**src/rtl/fpu_pkg.sv**
```systemverilog
// Shared types and constants for the fsqrt issue path.
package fpu_pkg;

    typedef enum logic [1:0] {
        StIdle,
        StOrder,
        StWait,
        StWb
    } fsm_state_e;

    localparam logic [31:0] QNAN     = 32'h7FC0_0000;
    localparam logic [31:0] NEG_ZERO = 32'h8000_0000;

    // Negative operands never reach the unit: -0 passes through, anything else is NaN.
    function automatic logic [31:0] bypass_result(input logic [31:0] op);
        return (op == NEG_ZERO) ? NEG_ZERO : QNAN;
    endfunction

endpackage

```
**src/rtl/fpu_req_fifo.sv**
```systemverilog
// In-order request FIFO; power-of-two depth so pointers wrap by overflow.
module fpu_req_fifo #(
    parameter int unsigned DEPTH = 4,
    parameter int unsigned WIDTH = 37
) (
    input  logic             clk,
    input  logic             rstn,
    input  logic             push,
    input  logic             pop,
    input  logic [WIDTH-1:0] wdata,
    output logic             full,
    output logic             empty,
    output logic [WIDTH-1:0] head
);

    localparam int unsigned PtrW = $clog2(DEPTH);
    localparam logic [PtrW-1:0] PtrOne = 1;
    localparam logic [PtrW:0]   CntOne = 1;

    logic [WIDTH-1:0] mem_q [DEPTH];
    logic [PtrW-1:0]  wptr_q, wptr_d;
    logic [PtrW-1:0]  rptr_q, rptr_d;
    logic [PtrW:0]    count_q, count_d;
    logic             do_push, do_pop;

    assign full    = count_q[PtrW];
    assign empty   = (count_q == '0);
    assign head    = mem_q[rptr_q];
    assign do_push = push & ~full;
    assign do_pop  = pop & ~empty;

    always_comb begin
        wptr_d  = wptr_q;
        rptr_d  = rptr_q;
        count_d = count_q;
        if (do_push) begin
            wptr_d = wptr_q + PtrOne;
        end
        if (do_pop) begin
            rptr_d = rptr_q + PtrOne;
        end
        if (do_push && !do_pop) begin
            count_d = count_q + CntOne;
        end else if (do_pop && !do_push) begin
            count_d = count_q - CntOne;
        end
    end

    always_ff @(posedge clk or negedge rstn) begin
        if (!rstn) begin
            wptr_q  <= '0;
            rptr_q  <= '0;
            count_q <= '0;
        end else begin
            wptr_q  <= wptr_d;
            rptr_q  <= rptr_d;
            count_q <= count_d;
        end
    end

    always_ff @(posedge clk) begin
        if (do_push) begin
            mem_q[wptr_q] <= wdata;
        end
    end

endmodule

```
**src/rtl/fsqrt_issue.sv**
```systemverilog
// Queues sqrt requests, issues them in order to an fsqrt unit (or bypasses negative
// operands), and presents each result to writeback.
module fsqrt_issue
    import fpu_pkg::*;
#(
    parameter int unsigned QDEPTH = 4,
    parameter int unsigned TAG_W  = 5
) (
    input  logic             clk,
    input  logic             rstn,
    input  logic             req_valid,
    output logic             req_ready,
    input  logic [TAG_W-1:0] req_tag,
    input  logic [31:0]      req_data,
    output logic             unit_order,
    input  logic             unit_accepted,
    input  logic             unit_done,
    output logic [31:0]      unit_rs1,
    input  logic [31:0]      unit_rd,
    output logic             wb_valid,
    input  logic             wb_ready,
    output logic [TAG_W-1:0] wb_tag,
    output logic [31:0]      wb_data,
    output logic             busy
);

    fsm_state_e       state_q, state_d;
    logic [31:0]      rs1_q, rs1_d;
    logic [31:0]      result_q, result_d;
    logic [TAG_W-1:0] tag_q, tag_d;
    logic             ready_q;

    logic             fifo_full, fifo_empty, fifo_pop;
    logic [TAG_W-1:0] head_tag;
    logic [31:0]      head_data;

    fpu_req_fifo #(
        .DEPTH (QDEPTH),
        .WIDTH (TAG_W + 32)
    ) u_fifo (
        .clk   (clk),
        .rstn  (rstn),
        .push  (req_valid & req_ready),
        .pop   (fifo_pop),
        .wdata ({req_tag, req_data}),
        .full  (fifo_full),
        .empty (fifo_empty),
        .head  ({head_tag, head_data})
    );

    // ready_q keeps req_ready low while reset is held and for no longer.
    assign req_ready  = ready_q & ~fifo_full;
    assign fifo_pop   = (state_q == StWb) & wb_ready;
    assign unit_order = (state_q == StOrder);
    assign unit_rs1   = rs1_q;
    assign wb_valid   = (state_q == StWb);
    assign wb_tag     = tag_q;
    assign wb_data    = result_q;
    assign busy       = ~fifo_empty | (state_q != StIdle);

    always_comb begin
        state_d  = state_q;
        rs1_d    = rs1_q;
        result_d = result_q;
        tag_d    = tag_q;
        unique case (state_q)
            StIdle: begin
                if (!fifo_empty) begin
                    tag_d = head_tag;
                    if (head_data[31]) begin
                        result_d = bypass_result(head_data);
                        state_d  = StWb;
                    end else begin
                        rs1_d   = head_data;
                        state_d = StOrder;
                    end
                end
            end
            StOrder: begin
                if (unit_accepted) begin
                    state_d = StWait;
                end
            end
            StWait: begin
                if (unit_done) begin
                    result_d = unit_rd;
                    state_d  = StWb;
                end
            end
            StWb: begin
                if (wb_ready) begin
                    state_d = StIdle;
                end
            end
            default: state_d = StIdle;
        endcase
    end

    always_ff @(posedge clk or negedge rstn) begin
        if (!rstn) begin
            state_q  <= StIdle;
            rs1_q    <= '0;
            result_q <= '0;
            tag_q    <= '0;
            ready_q  <= 1'b0;
        end else begin
            state_q  <= state_d;
            rs1_q    <= rs1_d;
            result_q <= result_d;
            tag_q    <= tag_d;
            ready_q  <= 1'b1;
        end
    end

endmodule

```
**config.mk**
```make
export PLATFORM = sky130hd
export DESIGN_NAME = fsqrt_issue
export DESIGN_NICKNAME = d
export VERILOG_FILES = /design/src/rtl/fpu_pkg.sv /design/src/rtl/fpu_req_fifo.sv /design/src/rtl/fsqrt_issue.sv
export SDC_FILE = /design/constraint.sdc
export NUM_CORES = 1
export LEC_CHECK = 0
export CORE_UTILIZATION = 53
export DETAILED_ROUTE_END_ITERATION = 10
export PLACE_DENSITY = 0.88
export SKIP_LAST_GASP = 1
export SYNTH_ARGS = -nofsm -noshare
export SYNTH_HDL_FRONTEND = slang
export SYNTH_SLANG_ARGS = --single-unit
```
**constraint.sdc**
```tcl
create_clock -name clk -period 3.2 [get_ports clk]
set_input_delay 0.64 -clock clk [delete_from_list [all_inputs] [get_ports clk]]
set_output_delay 0.64 -clock clk [all_outputs]
set_load 0.02 [all_outputs]
```
==> results.json <==
{
  "h-tree-depth": 1,
  "overflow": 0,
  "crit_type": "register to register",
  "start_util_pct": 54.2,
  "die_w_microns": 129,
  "grt_max_degree": 79,
  "clock-root-buffer": "clkbuf_16",
  "synth_mux_area_share_pct": 14.6,
  "hold_buffers": 0,
  "final_nets": 688,
  "hold_class": "input port to async pin",
  "area_delta_synth_final_pct": 29.2,
  "die-area_sq_mm": 0.0167,
  "ys_types": 37,
  "cts_tree": "built",
  "die_h_microns": 129,
  "core_sq_mm": 0.0159,
  "via_per_inst": 5.67,
  "grt_pass1_wl_microns": 28600,
  "cp.arrival_ns": 3.15,
  "slew_viol_final": 0,
  "synth_xor_area_share_pct": 0.611,
  "clk_pin_slew_ns": 0.06,
  "finalHoldViolations": 0,
  "power_density_mw_per_mm2": 953,
  "vias": 4739,
  "start_kind": "register",
  "wl_microns": 18700,
  "fmax_mhz": 363,
  "rr_worst_depth": 6,
  "syn_area_per_cell_sq_um": 19.6,
  "wire_per_inst_microns": 22.4,
  "antenna_found_initial": 1,
  "synth_top_family_by_area": "multiplexers",
  "clockBufferDepth": 3,
  "synth_area_leader_cell": "edfxtp_1",
  "cp_max_fo": 30,
  "n_antenna_cell": 0,
  "yosys.area_share.adder_pct": 1.69,
  "dp_hpwl_microns": 11800,
  "yosysMostFrequentCell": "edfxtp_1",
  "p_leak_uw": 0.00408,
  "maxSlewHeadroom_pct": 29.6,
  "drc": 0,
  "ys_seq_elements": 226,
  "yosysSeqAreaShare_pct": 74.3,
  "synth_compound_gate_area_share_pct": 4.19,
  "ant_nets": 0,
  "netlist_instances": 440,
  "post-route-period-util_pct": 86.1,
  "syn-cell-area_sq_mm": 0.00860,
  "fin_util_pct": 70.0,
  "synth-async-reset-ratio_pct": 34.5,
  "cp.required_ns": 3.59,
  "clk_latency_ns": 0.52,
  "yosysWarnings": 0,
  "ios": 148,
  "port_buffers": 146,
  "drv_cap": 0,
  "r2r_slack_ns": 0.44,
  "clock_skew_ns": 0.0244,
  "synth_area_leaders": "edfxtp_1 (52%), dfrtp_1 (23%), mux4_2 (9.7%), mux2_1 (3.8%), a22o_1 (3.2%)",
  "worstReg2RegStart": "u_fifo.rptr_q[0]",
  "r2r_end": "wb_data[30]",
  "grtUsageTotal_pct": 23.3,
  "rows": 46,
  "drtPass1Iterations": 4,
  "place_congestion": 0.735,
  "synthTopCellsByCount": "edfxtp_1 (148), dfrtp_1 (78), mux4_2 (37)",
  "yosys.area.top_type_share_pct": 51.7,
  "period_minus_slack_ns": 2.76,
  "post-cts-setup-buffers": 0,
  "rsz0062_at_grt": "no",
  "worst_pin_slew_ns": 1.06,
  "cts-resized-gates": 0,
  "cts_buffers": 24,
  "grt_pass1_vias": 5159,
  "synth_fp_nets": 526,
  "synth_simple_gate_area_share_pct": 2.34,
  "synth_edf_count": 148,
  "drt_iter0_drc": 260,
  "cp-end-kind": "register",
  "ys.flop_type": "edfxtp_1",
  "fin_setup_tns_ns": 0,
  "setup_violations": 0,
  "status": "finished clean",
  "vdd_ir_drop_max_v": 0.000561,
  "layout-drive-gt1-share_pct": 16.3,
  "numClockSinks": 226
}
-- flip-flops by register name, indices dropped and copies added, names as in the netlist --
signal,cells
ready_q,1
u_fifo.rptr_q,2
u_fifo.wptr_q,2
wb_tag,5
wb_data,32
unit_rs1,31
u_fifo.mem_q,148
u_fifo.count_q,3
state_q,2
-- cell type report --
cell class	instances	area, sq um
Clock buffer	30	653
Clock inverter	14	131
Fill cell	999	4770
Inverter	16	60.1
Multi-Input combinational cell	177	2040
Sequential cell	226	6400
Tap cell	216	270
Timing Repair Buffer	157	1570
-- power breakdown --
group          leakage, uW  total [uW]  switching [uW]  internal [uW]
sequential         0.00229        4110             367           3740
combinational      0.00141        3770            1910           1860
clock             0.000384        2710            1100           1610
total              0.00408       10600            3380           7220
-- per-layer routing --
layer | share of wire (%) | routed length, microns | vias to the layer above | track usage, %
met5 | 0.069 | 13 | - | 0
met4 | 2.1 | 390 | 2 | 7.47
met3 | 7.9 | 1470 | 36 | 5.20
met2 | 53 | 9900 | 204 | 42.0
met1 | 37 | 6940 | 2448 | 27.8
li1 | - | - | 2049 | -
-- per-stage QoR --
step / power, uW / area (sq um) / hold WS [ns] / worst slack, ns / std cells
after floorplan: 6380 / 8600 / 0.344 / 0.790 / 440
after global placement: 7750 / 10300 / 0.478 / 0.497 / 792
after detailed placement: 7930 / 10300 / 0.474 / 0.432 / 792
after CTS: 10700 / 11100 / 0.340 / 0.382 / 836
after global routing: 11100 / 11100 / 0.406 / 0.341 / 836
final: 10600 / 11100 / 0.317 / 0.443 / 836
-- kinds of logic after synthesis --
group | Yosys count
muxes | 75
adders and majority gates | 11
and+or+nand+nor | 35
xor gates and xnor gates | 6
other | 2
AOI/OAI and AO/OA | 48
DFF | 226
buffers and inverters | 37
-- cell usage in the layout, fill, tap and decap left out, drive strengths merged, types with 10 or more instances in the layout --
cell / synthesis / routed
a21oi: 12 / 12
edfxtp: 148 / 148
ha: 10 / 10
clkbuf: 11 / 30
mux2: 37 / 37
inv: 16 / 16
clkdlybuf4s50: 0 / 145
a22o: 31 / 31
mux4: 37 / 37
dfrtp: 78 / 78
buf: 10 / 12
clkinv: 0 / 11
-- worst max path at each step --
stage / startpoint / end / slack [ns] / depth (start not counted)
floorplan: u_fifo.rptr_q[0] / wb_data[30] / 0.79 / 8
global placement: u_fifo.rptr_q[0] / wb_data[30] / 0.50 / 6
detailed placement: u_fifo.rptr_q[0] / wb_data[30] / 0.43 / 6
CTS: u_fifo.rptr_q[0] / wb_data[30] / 0.38 / 6
global route: u_fifo.rptr_q[0] / wb_data[30] / 0.34 / 6
finish: u_fifo.rptr_q[0] / wb_data[30] / 0.44 / 6
-- critical path, cell delays in order, from the launching register on --
cell     delay, ns
dfrtp_2       0.39
buf_12        0.28
mux4_2        0.59
nor4_1        0.40
nand4_1       0.14
or3_1         0.56
a22o_1        0.28
Note: power is estimated with default switching activity, not from simulation.
